==> src/rtl/wb_pkg.sv <==
// Shared definitions for the VLIW writeback path.
//   XLEN          : datapath width of every writeback result
//   NUM_WB_SLOTS  : number of bundle slots / register-file write ports
//   wb_req_t      : one writeback request {we, rd, wd}
//   slot_to_port  : maps a slot index (0..3) to its register-file port number (3/6/9/12)
package wb_pkg;

    localparam int XLEN         = 64;
    localparam int NUM_WB_SLOTS = 4;

    typedef struct packed {
        logic            we;
        logic [4:0]      rd;
        logic [XLEN-1:0] wd;
    } wb_req_t;

    function automatic int slot_to_port(input int slot);
        return 3 * (slot + 1);
    endfunction

endpackage

==> src/rtl/wb_waw_mask.sv <==
// Combinational same-destination (WAW) filter for one result bundle.
// Ports:
//   reqs      in   raw per-slot requests, slot 3 is the youngest
//   accept    in   bundle handshake completed this cycle
//   wins      out  requests with we replaced by the effective-write bit
//   eff       out  effective-write mask (bit i = slot i)
//   free_any  out  at least one slot has no effective write
//   free_idx  out  lowest slot index without an effective write
module wb_waw_mask
    import wb_pkg::*;
#(
    parameter bit E_SUPPORTED = 1'b0
) (
    input  wb_req_t [NUM_WB_SLOTS-1:0] reqs,
    input  logic                       accept,
    output wb_req_t [NUM_WB_SLOTS-1:0] wins,
    output logic    [NUM_WB_SLOTS-1:0] eff,
    output logic                       free_any,
    output logic    [1:0]              free_idx
);

    logic [NUM_WB_SLOTS-1:0] legal;

    genvar gi;
    generate
        for (gi = 0; gi < NUM_WB_SLOTS; gi++) begin : g_slot
            logic younger_hit;

            // x0 is never written; in E mode x16..x31 do not exist.
            assign legal[gi] = accept && reqs[gi].we && (reqs[gi].rd != 5'd0)
                               && !(E_SUPPORTED && reqs[gi].rd[4]);

            // A younger slot writing the same register masks this one.
            always_comb begin
                younger_hit = 1'b0;
                for (int j = gi + 1; j < NUM_WB_SLOTS; j++) begin
                    if (legal[j] && (reqs[j].rd == reqs[gi].rd)) begin
                        younger_hit = 1'b1;
                    end
                end
            end

            assign eff[gi]  = legal[gi] && !younger_hit;
            assign wins[gi] = '{we: eff[gi], rd: reqs[gi].rd, wd: reqs[gi].wd};
        end
    endgenerate

    // Scan from the top so the lowest free slot is the last one written.
    always_comb begin
        free_any = 1'b0;
        free_idx = 2'd0;
        for (int i = NUM_WB_SLOTS - 1; i >= 0; i--) begin
            if (!eff[i]) begin
                free_any = 1'b1;
                free_idx = 2'(i);
            end
        end
    end

endmodule

==> src/rtl/vliw_wb_arbiter.sv <==
// Writeback producer for the 12-port VLIW integer register file.
// Merges a 4-slot FU result bundle with a one-entry long-latency result
// buffer and drives the file's four registered write ports (3/6/9/12).
// Ports:
//   clk, reset                      clock, asynchronous active-low reset
//   BundleValid/BundleReady         bundle handshake
//   BundleWe/BundleRd/BundleWd      per-slot request (slot i at bit/field i)
//   LongValid/LongReady             long-latency handshake
//   LongRd/LongWd                   long result destination and data
//   we3..we12, a3..a12, wd3..wd12   registered write ports for slots 0..3
module vliw_wb_arbiter
    import wb_pkg::*;
#(
    parameter bit E_SUPPORTED  = 1'b0,
    parameter int STARVE_LIMIT = 4      // must be >= 1
) (
    input  logic                         clk,
    input  logic                         reset,
    input  logic                         BundleValid,
    output logic                         BundleReady,
    input  logic [NUM_WB_SLOTS-1:0]      BundleWe,
    input  logic [NUM_WB_SLOTS*5-1:0]    BundleRd,
    input  logic [NUM_WB_SLOTS*XLEN-1:0] BundleWd,
    input  logic                         LongValid,
    output logic                         LongReady,
    input  logic [4:0]                   LongRd,
    input  logic [XLEN-1:0]              LongWd,
    output logic                         we3,
    output logic                         we6,
    output logic                         we9,
    output logic                         we12,
    output logic [4:0]                   a3,
    output logic [4:0]                   a6,
    output logic [4:0]                   a9,
    output logic [4:0]                   a12,
    output logic [XLEN-1:0]              wd3,
    output logic [XLEN-1:0]              wd6,
    output logic [XLEN-1:0]              wd9,
    output logic [XLEN-1:0]              wd12
);

    localparam int CW = $clog2(STARVE_LIMIT + 1);

    logic            buf_valid_reg, buf_valid_next;
    logic [4:0]      buf_rd_reg,    buf_rd_next;
    logic [XLEN-1:0] buf_wd_reg,    buf_wd_next;
    logic [CW-1:0]   starve_cnt_reg, starve_cnt_next;

    logic [NUM_WB_SLOTS-1:0] port_we_reg, port_we_next;
    logic [4:0]              port_rd_reg [NUM_WB_SLOTS];
    logic [4:0]              port_rd_next[NUM_WB_SLOTS];
    logic [XLEN-1:0]         port_wd_reg [NUM_WB_SLOTS];
    logic [XLEN-1:0]         port_wd_next[NUM_WB_SLOTS];

    wb_req_t [NUM_WB_SLOTS-1:0] reqs;
    wb_req_t [NUM_WB_SLOTS-1:0] wins;
    logic    [NUM_WB_SLOTS-1:0] eff;
    logic    [NUM_WB_SLOTS-1:0] rd_hit;
    logic                       free_any;
    logic    [1:0]              free_idx;

    logic starved, accept, long_accept, long_legal;
    logic place, drop;
    logic [1:0] place_slot;

    genvar gi;
    generate
        for (gi = 0; gi < NUM_WB_SLOTS; gi++) begin : g_req
            assign reqs[gi] = '{we: BundleWe[gi],
                                rd: BundleRd[gi*5 +: 5],
                                wd: BundleWd[gi*XLEN +: XLEN]};
            assign rd_hit[gi] = wins[gi].we && (wins[gi].rd == buf_rd_reg);
        end
    endgenerate

    // Once the buffered result has waited long enough, hold off the bundle
    // for one cycle so the long result gets port 3.
    assign starved     = buf_valid_reg && (starve_cnt_reg == CW'(STARVE_LIMIT));
    assign BundleReady = !starved;
    assign LongReady   = !buf_valid_reg;
    assign accept      = BundleValid && BundleReady;
    assign long_accept = LongValid && LongReady;
    assign long_legal  = (LongRd != 5'd0) && !(E_SUPPORTED && LongRd[4]);

    wb_waw_mask #(.E_SUPPORTED(E_SUPPORTED)) u_waw_mask (
        .reqs     (reqs),
        .accept   (accept),
        .wins     (wins),
        .eff      (eff),
        .free_any (free_any),
        .free_idx (free_idx)
    );

    always_comb begin
        place      = 1'b0;
        drop       = 1'b0;
        place_slot = 2'd0;
        if (buf_valid_reg) begin
            if (|rd_hit) begin
                // The bundle result is younger than the buffered one.
                drop = 1'b1;
            end else if (accept) begin
                if (free_any) begin
                    place      = 1'b1;
                    place_slot = free_idx;
                end
            end else begin
                place = 1'b1;
            end
        end

        buf_valid_next = buf_valid_reg;
        buf_rd_next    = buf_rd_reg;
        buf_wd_next    = buf_wd_reg;
        if (long_accept) begin
            // Writes to x0 or nonexistent registers are swallowed here.
            buf_valid_next = long_legal;
            buf_rd_next    = LongRd;
            buf_wd_next    = LongWd;
        end else if (place || drop) begin
            buf_valid_next = 1'b0;
        end

        starve_cnt_next = starve_cnt_reg;
        if (!buf_valid_reg || place || drop) begin
            starve_cnt_next = '0;
        end else if (starve_cnt_reg != CW'(STARVE_LIMIT)) begin
            starve_cnt_next = starve_cnt_reg + CW'(1);
        end

        for (int i = 0; i < NUM_WB_SLOTS; i++) begin
            port_we_next[i] = 1'b0;
            port_rd_next[i] = 5'd0;
            port_wd_next[i] = '0;
            if (wins[i].we) begin
                port_we_next[i] = 1'b1;
                port_rd_next[i] = wins[i].rd;
                port_wd_next[i] = wins[i].wd;
            end else if (place && (place_slot == 2'(i))) begin
                port_we_next[i] = 1'b1;
                port_rd_next[i] = buf_rd_reg;
                port_wd_next[i] = buf_wd_reg;
            end
        end
    end

    always_ff @(posedge clk or negedge reset) begin
        if (!reset) begin
            buf_valid_reg  <= 1'b0;
            buf_rd_reg     <= 5'd0;
            buf_wd_reg     <= '0;
            starve_cnt_reg <= '0;
            port_we_reg    <= '0;
            for (int i = 0; i < NUM_WB_SLOTS; i++) begin
                port_rd_reg[i] <= 5'd0;
                port_wd_reg[i] <= '0;
            end
        end else begin
            buf_valid_reg  <= buf_valid_next;
            buf_rd_reg     <= buf_rd_next;
            buf_wd_reg     <= buf_wd_next;
            starve_cnt_reg <= starve_cnt_next;
            port_we_reg    <= port_we_next;
            for (int i = 0; i < NUM_WB_SLOTS; i++) begin
                port_rd_reg[i] <= port_rd_next[i];
                port_wd_reg[i] <= port_wd_next[i];
            end
        end
    end

    assign we3  = port_we_reg[0];
    assign we6  = port_we_reg[1];
    assign we9  = port_we_reg[2];
    assign we12 = port_we_reg[3];
    assign a3   = port_rd_reg[0];
    assign a6   = port_rd_reg[1];
    assign a9   = port_rd_reg[2];
    assign a12  = port_rd_reg[3];
    assign wd3  = port_wd_reg[0];
    assign wd6  = port_wd_reg[1];
    assign wd9  = port_wd_reg[2];
    assign wd12 = port_wd_reg[3];

endmodule

==> config.mk <==
export PLATFORM = sky130hd
export DESIGN_NAME = vliw_wb_arbiter
export DESIGN_NICKNAME = d
export VERILOG_FILES = /design/src/rtl/wb_pkg.sv /design/src/rtl/wb_waw_mask.sv /design/src/rtl/vliw_wb_arbiter.sv
export SDC_FILE = /design/constraint.sdc
export NUM_CORES = 1
export LEC_CHECK = 0
export BUFFER_PORTS_ARGS = -buffer_cell sky130_fd_sc_hd__buf_2
export CORE_AREA = 5 5 246 248
export DETAILED_ROUTE_END_ITERATION = 8
export DIE_AREA = 0 0 251 253
export PLACE_DENSITY = 0.5
export SYNTH_ARGS = -nofsm -noshare
export SYNTH_HDL_FRONTEND = slang
export SYNTH_SLANG_ARGS = --single-unit
export TNS_END_PERCENT = 1
==> constraint.sdc <==
create_clock -name clk -period 2.3 [get_ports clk]
set_input_delay 0.46 -clock clk [delete_from_list [all_inputs] [get_ports clk]]
set_output_delay 0.46 -clock clk [all_outputs]
set_load 0.005 [all_outputs]
# Word level (Yosys, flattened, before mapping)
# Index checks and enable logic that the tools add are counted.
word_totals:
  wordCells: 126
  reg_bits: 353
  output_inout_bits: 282
  inputBits: 353
classes:
  n_reduce_logical: 45
  n_addsub: 1
  n_eq_ne: 15
  mux: 52
ops:
  columns: ["operator", "n"]
  rows:
  - ["64-bit 2-to-1 mux", 8]
  - ["5-bit equality test", 10]
  - ["5-bit 2-to-1 mux", 8]
  - ["1-bit logical AND", 28]
  - ["1-bit 2-to-1 mux", 26]
  - ["5-bit nonzero test", 5]
  - ["2-bit 2-to-1 mux", 8]
  - ["3-bit 2-to-1 mux", 2]
  - ["1-bit zero test", 5]
  - ["2-bit equality test (second input constant)", 2]
  - ["2-bit nonzero test", 2]
  - ["4-bit OR reduction", 1]
  - ["3-bit by 1-bit adder with 3-bit output (second input constant)", 1]
  - ["3-bit equality test (second input constant)", 1]
  - ["1-bit logical OR", 3]
  - ["3-bit inequality test (second input constant)", 1]
  - ["2-bit by 1-bit equality test with 1-bit output (second input constant)", 1]
  - ["2-bit zero test", 1]

# Logic depth before layout (Yosys ltp)
# Gate-level depths: netlist of run 1.
logic_depth:
  word_depth: 21
  depth_mapped: 12
  depth_no_buf: 9

# Cells and area by module
# Synthesis of run 1 repeated with hierarchy kept, for this count alone.
hier_totals:
  cells_unflattened: 1211
  hier_area_um2: 15832.7
modules_own_cells:
  columns: ["mod", "seq_area_each_um2", "cells_each", "area_each_um2", "instances"]
  rows:
  - ["vliw_wb_arbiter", 8833.5, 868, 13237.7, 1]
  - ["wb_waw_mask", 0.0, 343, 2595.0, 1]

# Least setup slack after synthesis of run 1
# No wires, ideal clock.
synth_timing:
  path_type: "in2reg"
  from: "input port BundleRd[16]"
  to: "register port_rd_reg (netlist bit a12[2])"
  n_path_buf: 3
  arrival_time_ps: 2674
  t_required_ps: 2234
  path_stages: 10
  setup_time_ps: 66
  path_slack_ps: -441
  cell_sequence: "buf_2 -> or4_4 -> o21ai_2 -> nor4_1 -> a41oi_2 -> nand2_1 -> nor4_4 -> buf_4 -> buf_6 -> a22o_1"
synth_lines:
  columns: ["element", "line_no", "rtl"]
  rows:
  - ["start: declaration", "vliw_wb_arbiter.sv:22", "input logic [NUM_WB_SLOTS*5-1:0] BundleRd,"]
  - ["end signal: indexed assignment", "vliw_wb_arbiter.sv:165", "port_rd_reg[i] <= port_rd_next[i];"]
  - ["end: declaration", "vliw_wb_arbiter.sv:50", "logic [4:0] port_rd_reg [NUM_WB_SLOTS];"]

==> metrics.yaml, run 1 <==
postSynthAreaPerCell_um2: 10.6
grt_start_max_net_pins: 70
grt_pass1_wl_mm: 93.2
finalPower_mw: 16.6
die_h_um: 253
clock_latency_ns: 0.56
synth_edf_count: 0
regToRegSetupSlack_ns: -0.12
worstSetupStartpointType: "flip-flop"
yosysWarnings: 0
r2r_cells: 15
endpoint_kind: "flip-flop"
slowest_delay_ns: 0.36
gp_congestion: 0.878
cts_sinks: 353
track_usage_pct: 19.4
synth-seq-cells: 353
via_per_inst: 4.67
reg2reg_from: "starve_cnt_reg[0]"
crit_slowest_cell: "dfrtp_1"
worst_pin_slew_ns: 0.719
yosysTopAreaCell: "dfrtp_1"
start_util_pct: 24.7
worstPathArrival_ns: 2.90
core.rowCount: 89
root_buffer: "clkbuf_16"
rsz0062_at_grt: "yes"
cts_buffers: 41
cap_violations: 0
htree_levels: 2
hold-path-cell-count: 3
min_period_ns: 2.42
dp_hpwl_mm: 47.6
fmax_ghz: 0.414
die_x_um: 251
finalNetCount: 2394
power_density_nw_per_um2: 783
cts_buffer_depth: 3
synth.distinct_cells: 39
syn_nets: 1719
drive_above_1_share_pct: 45.1
ys_top_cells_by_area: "dfrtp_1, nand2_1, o21ai_0"
critPathBufInv: 7
wl_per_cell_um: 22.9
layout.area.seq_um2: 8830
port_buffers: 634
cts_tree: "built"
place_ws_ns: -0.475
holdCritPathClass: "in2reg"
dr.first_iter.drc_count: 797
worstSetupPathType: "reg2reg"
required_ns: 2.79
p_leak_nw: 10.8
antenna_found_initial: 11
worstPathCellList: "inv_2, ha_4, nand3_4, and2_4, buf_6, o311a_4, buf_6, and2_4, nand2_4, nor4_4, buf_6, buf_6, buf_12, buf_16, a22o_1"
syn_area_um2: 14400
worstPathMaxFanout: 8
dr_total_vias: 13300
finalCritPeriodShare_pct: 105
num-fill-cells: 5940
hp-start: "BundleWd[21]"
peakVddDrop_uv: 465
core_region_area_um2: 58200
gr-total-overflow: 0
fin_cells: 2847
yosys-top-cells-count: "dfrtp_1, nand2_1, o21ai_0"
antenna_left: 0
io_pins: 635
setup_tns_ns: -2.74
drc: 0
design.die.area_um2: 63500
slew_headroom_pct: 52.1
dr.pass1.iters: 5
setup_violations: 42
drv_slew: 0
synthArstFlopShare_pct: 100
reg2reg_to: "wd12[4]"
synth_top_area_share_pct: 61.4
cpMostUsedCell: "buf_6"
clk_pin_slew_ns: 0.06
wl_mm: 65.2
multi_input_area_um2: 5260
area_growth_pct: 47.3
cpLargestDelayFamily: "buffers and inverters"
synthCells: 1364
skew_ns: 0.0194
dp.cells: 2751
status: "finished, violations left"
ys_seq_area_share_pct: 61.4
yosysMostFrequentCell: "dfrtp_1"
hold_viol: 0
holdPathEnd: "wd3[21]"
ys.flop_type: "dfrtp_1"
grt_pass1_vias: 14100
violations: "negative setup slack"
worst_slack_ns: -0.118
-- kinds of logic after synthesis --
logic type	count (synthesis)	synth area share [%]
DFF	353	61.4
AOI/OAI and AO/OA	294	12.4
adders and majority gates	2	0.174
buffers and inverters	134	3.68
and+or+nand+nor	460	13.9
muxes	70	5.47
xor gates and xnor gates	51	3.10
-- placed cells by master, fill, tap and decap left out, types with 4 or more instances in the layout --
cell type and n:
nand3_1 8, buf_16 4, buf_4 80, nand2_1 348, o21ai_0 117, xnor2_1 20
buf_12 31, nor3_1 8, and2_4 5, clkbuf_16 44, clkinv_2 7, clkbuf_8 12
bufinv_16 4, diode_2 5, mux2_2 69, a22o_1 69, xor2_1 31, o21ai_1 93
dfrtp_1 352, buf_2 633, buf_6 11, nand4_1 70
-- power breakdown --
group	internal (mW)	switching, mW
clock	4.24	2.73
combinational	1.12	1.31
sequential	6.72	0.503
total	12.1	4.54
-- how the worst max path moves through the flow --
stage / slack (ns) / startpoint / depth (start not counted) / to
floorplan: -0.36 / BundleRd[17] / 10 / a12[0]
finish: -0.12 / starve_cnt_reg[0] / 15 / wd12[4]
detailed placement: -0.47 / BundleRd[17] / 10 / wd12[33]
global placement: -0.50 / BundleRd[17] / 10 / wd12[31]
CTS: -0.13 / starve_cnt_reg[1] / 15 / a12[4]
global route: -0.26 / starve_cnt_reg[0] / 14 / a12[4]
-- final cells by class --
type,instances,share of cell area (%)
Clock buffer,57,5.89
Inverter,4,0.0708
Timing Repair Buffer,762,22.0
Sequential cell,353,41.7
Tap cell,773,4.56
Antenna cell,5,0.0590
Clock inverter,16,0.926
Multi-Input combinational cell,877,24.8
-- worst register-to-register path: stages, from the launching register on --
cell and delay [ns]:
dfrtp_1 0.36, inv_2 0.06, ha_4 0.17, nand3_4 0.08, and2_4 0.18, buf_6 0.10
o311a_4 0.19, buf_6 0.10, and2_4 0.15, nand2_4 0.06, nor4_4 0.25, buf_6 0.16
buf_6 0.10, buf_12 0.12, buf_16 0.15, a22o_1 0.14
-- what timing repair did --
item,in CTS,in global routing
endpoints found under the setup margin,284,262
resized for setup,36,94
cloned,5,1
hold endpoints to repair,55,0
hold buffers,1,0
pin swaps,11,10
buffers inserted,11,3
-- metrics by stage --
stage / hold WS (ns) / instance area [um2] / util, %
after floorplan: 0.164 / 14400 / -
after CTS: 0.0609 / 21100 / 36.3
after global routing: 0.0790 / 21200 / 36.4
after detailed placement: 0.534 / 19300 / 33.2
final: 0.101 / 21200 / 36.4
after global placement: 0.514 / 19300 / 33.2
-- routing by layer --
metal	track usage, %	wire length [um]	share of wire (%)	up-vias
met4	6.49	2220	3.4	8
met2	32.7	32000	49	580
met3	5.53	5200	8.0	115
met5	0	48	0.074	-
li1	-	-	-	6019
met1	24.0	25800	40	6587
Note: power is estimated with default switching activity, not from simulation.
==> inputs of run 2 (changes only) <==
--- a/config.mk
+++ b/config.mk
@@ -10,6 +10,7 @@
 export DETAILED_ROUTE_END_ITERATION = 8
 export DIE_AREA = 0 0 251 253
 export PLACE_DENSITY = 0.5
+export RECOVER_POWER = 100
 export SYNTH_ARGS = -nofsm -noshare
 export SYNTH_HDL_FRONTEND = slang
 export SYNTH_SLANG_ARGS = --single-unit
==> run 2 against run 1 <==
The run still ends with negative setup slack left. Via count is essentially flat. Cell count is the same. Non-clock buffer count is the same. Combinational power shrank 4%. Critical path type unchanged. Hold slack gained 0.0019 ns. Total power shrank 0.54%. Die area is the same. Sequential power is essentially flat.
==> metrics.yaml, run 2 (synthesized netlist as in run 1, its figures left out) <==
drive_above_1_share_pct: 34.7  # -10 points
met2_usage_pct: 32.7  # unchanged
grt_util_met1_pct: 24.0  # unchanged
worstPathArrival_ns: 2.90  # about the same
rsz0062_at_grt: "yes"
drv_slew: 0  # unchanged
gp_congestion: 0.878  # unchanged
htree_levels: 2  # unchanged
dp_hpwl_mm: 47.6  # unchanged
layout_common_cells: "buf_2, dfrtp_1, nand2_1, clkbuf_1, o21ai_0"
cts_tree: "built"
cts_buffer_depth: 3  # unchanged
slew_headroom_pct: 22.1  # -30 points
r2r_cells: 15  # unchanged
violations: "negative setup slack"
core_region_area_um2: 58200  # unchanged
met3_usage_pct: 5.53  # unchanged
finalPower_mw: 16.5  # -0.54%
setup_violations: 39  # -7.1%
dr_total_vias: 13300  # +0.030%
hold_viol: 0  # unchanged
worst_slack_ns: -0.110  # +0.00750 ns
holdPathEnd: "wd3[21]"
layout_commonest_cell: "buf_2"
root_buffer: "clkbuf_16"
track_usage_pct: 19.4  # unchanged
skew_ns: 0.0178  # -0.00159 ns
dr.first_iter.drc_count: 774  # -2.9%
worstPathMaxFanout: 8  # unchanged
start_util_pct: 24.7  # unchanged
grt_pass1_wl_mm: 93.2  # unchanged
dr.pass1.iters: 4  # -1
reg2reg_from: "starve_cnt_reg[0]"
p_leak_nw: 9.92  # -8.2%
worstSetupPathType: "reg2reg"
crit_path_start: "starve_cnt_reg[0]"
status: "finished, violations left"
wl_per_cell_um: 22.9  # +0.19%
die_h_um: 253  # unchanged
multi_input_area_um2: 5260  # -0.14%
gr-total-overflow: 0  # unchanged
regToRegSetupSlack_ns: -0.11  # about the same
top_usage_layer: "met2"
finalNetCount: 2394  # unchanged
layout.area.seq_um2: 8830  # unchanged
wl_mm: 65.3  # +0.19%
setup_tns_ns: -2.50  # +0.244 ns
hold-path-cell-count: 3  # unchanged
cts_buffers: 41  # unchanged
antenna_found_initial: 11  # unchanged
finalCritPeriodShare_pct: 105  # -0.33 points
place_ws_ns: -0.475  # unchanged
grt_pass1_vias: 14100  # unchanged
drc: 0  # unchanged
die_x_um: 251  # unchanged
design.die.area_um2: 63500  # unchanged
via_per_inst: 4.68  # about the same
endpoint_kind: "flip-flop"
reg2reg_to: "wd12[4]"
required_ns: 2.79  # about the same
core.rowCount: 89  # unchanged
io_pins: 635  # unchanged
port_buffers: 634  # unchanged
fmax_ghz: 0.415  # +0.31%
grt_start_max_net_pins: 70  # unchanged
worst_pin_slew_ns: 1.17  # +0.450 ns
power_density_nw_per_um2: 795  # +1.5%
cap_violations: 0  # unchanged
worstSetupStartpointType: "flip-flop"
peakVddDrop_uv: 462  # -0.64%
holdCritPathClass: "in2reg"
area_growth_pct: 44.4
antenna_left: 0  # unchanged
hp-start: "BundleWd[21]"
clk_pin_slew_ns: 0.06  # about the same
clock_latency_ns: 0.56  # about the same
min_period_ns: 2.41  # -0.00750 ns
cts_sinks: 353  # unchanged
num-fill-cells: 6077  # +2.3%
[run 2: final cells by class]
| class | instances | area share (%) |
|---|---|---|
| clock inverter | 16 | 0.945 |
| tap | 773 | 4.65 |
| timing repair buffer | 762 | 20.5 |
| antenna | 5 | 0.0602 |
| clock buffer | 57 | 6.00 |
| multi-input combinational | 877 | 25.3 |
| inverter | 4 | 0.0722 |
| sequential | 353 | 42.5 |
[run 2: layer usage]
| layer | vias up | share of wire, % |
|---|---|---|
| met2 | 557 | 49 |
| li1 | 6019 | - |
| met1 | 6617 | 40 |
| met3 | 112 | 7.8 |
| met4 | 8 | 3.3 |
| met5 | - | 0.073 |
[run 2: timing repair]
action                                  in CTS  in global routing
endpoints found under the setup margin     284                262
pin swaps                                   11                 10
gates cloned                                 5                  1
gates resized for setup                     36                 94
hold buffers                                 1                  0
buffers inserted                            11                  3
endpoints found under the hold margin       55                  0
[run 2: critical path, cell delays in order (launching register included)]
cell     delay, ns
dfrtp_1       0.36
inv_2         0.06
ha_4          0.17
nand3_4       0.07
and2_4        0.18
buf_6         0.10
o311a_4       0.19
buf_6         0.10
and2_4        0.15
nand2_4       0.06
nor4_4        0.25
buf_6         0.16
buf_6         0.10
buf_12        0.12
buf_16        0.14
a22o_1        0.13
[run 2: stage by stage]
stage / hold slack, ns / util (%) / std cells / instance area, um2
2_1_floorplan: 0.164 / - / 1364 / 14400
4_1_cts: 0.0609 / 36.3 / 2841 / 21100
5_1_grt: 0.0790 / 35.7 / 2846 / 20800
3_5_place_dp: 0.534 / 33.2 / 2751 / 19300
3_3_place_gp: 0.514 / 33.2 / 2751 / 19300
6_report: 0.103 / 35.7 / 2847 / 20800
[run 2: worst max-delay path by stage]
stage | end | slack, ns
finish | wd12[4] | -0.11
CTS | a12[4] | -0.13
detailed placement | wd12[33] | -0.47
floorplan | a12[0] | -0.36
global placement | wd12[31] | -0.50
global route | a12[4] | -0.26
[run 2: where the power goes]
group          total [mW]  leakage (nW)  switching [mW]  internal (mW)
Combinational        2.34          4.61            1.30           1.03
Sequential           7.23          4.59           0.511           6.72
Clock                6.97         0.716            2.72           4.24
==> inputs of run 3 (changes only) <==
--- a/config.mk
+++ b/config.mk
@@ -6,9 +6,9 @@
 export NUM_CORES = 1
 export LEC_CHECK = 0
 export BUFFER_PORTS_ARGS = -buffer_cell sky130_fd_sc_hd__buf_2
-export CORE_AREA = 5 5 246 248
+export CORE_AREA = 4 4 245 247
 export DETAILED_ROUTE_END_ITERATION = 8
-export DIE_AREA = 0 0 251 253
+export DIE_AREA = 0 0 249 251
 export PLACE_DENSITY = 0.5
 export RECOVER_POWER = 100
 export SYNTH_ARGS = -nofsm -noshare
==> run 3 against run 2 <==
Critical endpoint is now wd12[1]. The run still ends with negative setup slack left. Hold slack improved by 0.0024 ns. Via count is 1.9% higher. Design area up 1.8%. Sequential cell count stayed put. Largest cell class unchanged. First-iteration DRC count is 12% lower. Die area shrank 1.6%.
==> metrics.yaml, run 3 (synthesized netlist as in run 1, its figures left out) <==
p_sw_share_pct: 27.5  # about the same
via_per_inst: 4.74  # +1.5%
slowest_delay_ns: 0.39  # +0.03 ns
worst_slack_ns: -0.0993  # +0.0108 ns
finalNetCount: 2414  # +0.84%
antenna_left: 0  # unchanged
layout_commonest_cell: "buf_2"
p_sw_mw: 4.49  # -0.98%
gr-total-overflow: 0  # unchanged
endpoint_kind: "flip-flop"
cpLargestDelayFamily: "simple AND/OR/NAND/NOR gates"
fmax_ghz: 0.417  # +0.45%
num-fill-cells: 5914  # -2.7%
multi_input_area_um2: 5260  # about the same
die_x_um: 249  # -0.80%
skew_ns: 0.0224  # +0.00459 ns
dr_total_vias: 13600  # +1.9%
layout.area.seq_um2: 8830  # about the same
die_h_um: 251  # -0.79%
worst_pin_slew_ns: 1.32  # +0.148 ns
port_buffers: 634  # unchanged
wl_mm: 68.5  # +4.8%
root_buffer: "clkbuf_16"
clockPowerShare_pct: 40.9  # -1.2 points
violations: "negative setup slack"
start_util_pct: 25.0  # +0.28 points
holdCritPathClass: "in2reg"
clock_latency_ns: 0.56  # about the same
final_core_util_pct: 36.8  # +1.0 points
reg2reg_to: "wd12[1]"
hold_viol: 0  # unchanged
finalCritPeriodShare_pct: 104  # -0.47 points
reg2reg_from: "starve_cnt_reg[0]"
worstPathCellList: "inv_2, ha_4, nand3_4, and2_4, buf_6, and2_4, buf_4, nand2b_1, nor4_4, buf_6, buf_12, clkbuf_16, a22o_1"
critPathBufInv: 6  # -1
hold-path-cell-count: 3  # unchanged
hold_ws_ns: 0.106  # +0.00243 ns
wl_per_cell_um: 23.9  # +4.3%
core_region_area_um2: 57600  # -1.1%
antenna_found_initial: 13  # +2
postPlaceCellArea_um2: 19200  # -0.57%
area_growth_pct: 47.0
peakVddDrop_uv: 440  # -4.6%
setup_violations: 109  # +180%
drv_slew: 0  # unchanged
io_pins: 635  # unchanged
holdPathEnd: "wd3[43]"
dr.first_iter.drc_count: 683  # -12%
clk_pin_slew_ns: 0.06  # about the same
design.die.area_um2: 62500  # -1.6%
rsz0062_at_grt: "yes"
drc: 0  # unchanged
pwr-share-comb_pct: 15.0  # +0.9 points
core.rowCount: 88  # -1.1%
regToRegSetupSlack_ns: -0.1  # about the same
worstSetupStartpointType: "flip-flop"
slew_headroom_pct: 12.2  # -9.9 points
cts_sinks: 353  # unchanged
worstPathArrival_ns: 2.88  # -0.02 ns
dp.cells: 2738  # -0.47%
dr.pass1.iters: 5  # +1
cts_buffers: 40  # -2.4%
stdcell_area_um2: 21200  # +1.8%
power_density_nw_per_um2: 773  # -2.8%
cts_buffer_depth: 3  # unchanged
r2r_cells: 13  # -2
fin_cells: 2860  # +0.46%
p_leak_nw: 10.2  # +2.5%
worstSetupPathType: "reg2reg"
grt_pass1_vias: 14500  # +2.5%
drive_above_1_share_pct: 35.6  # +0.96 points
hp-start: "BundleWd[43]"
setup_tns_ns: -5.36  # -2.86 ns
status: "finished, violations left"
grt_start_max_net_pins: 86  # +23%
cts_tree: "built"
dp_hpwl_mm: 46.7  # -1.9%
internal_power_mw: 11.9  # -1.1%
gp_congestion: 0.838  # -4.5%
layout_common_cells: "buf_2, dfrtp_1, nand2_1, clkbuf_1, o21ai_0"
cap_violations: 0  # unchanged
worstPathMaxFanout: 6  # -2
min_period_ns: 2.40  # -0.0108 ns
pwr-share-seq_pct: 44.1  # +0.4 points
required_ns: 2.78  # about the same
htree_levels: 2  # unchanged
track_usage_pct: 20.5  # +1.1 points
crit_slowest_cell: "dfrtp_1"
grt_pass1_wl_mm: 97.5  # +4.6%
[run 3: changes by cell type in the layout (fill, tap and decap cells not counted), sizes merged]
cell / change
bufinv: +1
diode: +1
inv: -1
clkbuf: -14
buf: +34
[run 3: per-layer routing]
layer / GRT usage, % / share of wire [%]
met5: 0 / 0.099
met2: 35.5 / 50
met3: 5.93 / 7.3
met1: 25.1 / 40
met4: 5.74 / 2.5
[run 3: how the worst max path moves through the flow]
stage | from | endpoint | slack (ns) | depth (start not counted)
finish | starve_cnt_reg[0] | wd12[1] | -0.1 | 13
global route | starve_cnt_reg[0] | wd12[3] | -0.20 | 13
CTS | starve_cnt_reg[0] | starve_cnt_reg[1] | -0.07 | 13
detailed placement | BundleRd[17] | wd12[31] | -0.54 | 10
global placement | BundleRd[17] | wd12[54] | -0.54 | 10
floorplan | BundleRd[17] | a12[0] | -0.36 | 10
[run 3: final cells by class]
cell class | instances | share of cell area (%)
sequential | 353 | 41.7
multi-input combinational | 877 | 24.9
timing repair buffer | 783 | 22.3
clock buffer | 56 | 5.39
tap | 765 | 4.52
clock inverter | 16 | 1.08
inverter | 4 | 0.0709
antenna | 6 | 0.0709
[run 3: repair_timing]
| action | CTS | global route |
|---|---|---|
| setup buffers | 20 | 7 |
| gates cloned | 8 | 8 |
| hold buffers | 1 | 0 |
| setup endpoints to repair | 284 | 284 |
| endpoints found under the hold margin | 27 | 0 |
| pin swaps | 23 | 24 |
| gates resized for setup | 70 | 26 |
[run 3: power by group through the flow]
stage / logic [mW] / registers (mW) / clock network [mW]
2_1_floorplan: 0.979 / 7.13 / 0
3_3_place_gp: 2.35 / 7.32 / 0
3_5_place_dp: 2.37 / 7.32 / 0
4_1_cts: 2.52 / 7.22 / 6.83
5_1_grt: 2.70 / 7.27 / 7.11
6_report: 2.45 / 7.22 / 6.68
[run 3: stage by stage]
stage | power [mW] | worst slack (ns)
2_1_floorplan | 8.10 | -0.356
3_3_place_gp | 9.67 | -0.541
3_5_place_dp | 9.69 | -0.536
4_1_cts | 16.6 | -0.0704
5_1_grt | 17.1 | -0.203
6_report | 16.4 | -0.0993
[run 3: tightest hold or removal path: stages]
cell and delay (ns):
buf_2 0.08, nand2_1 0.03, o21ai_0 0.06
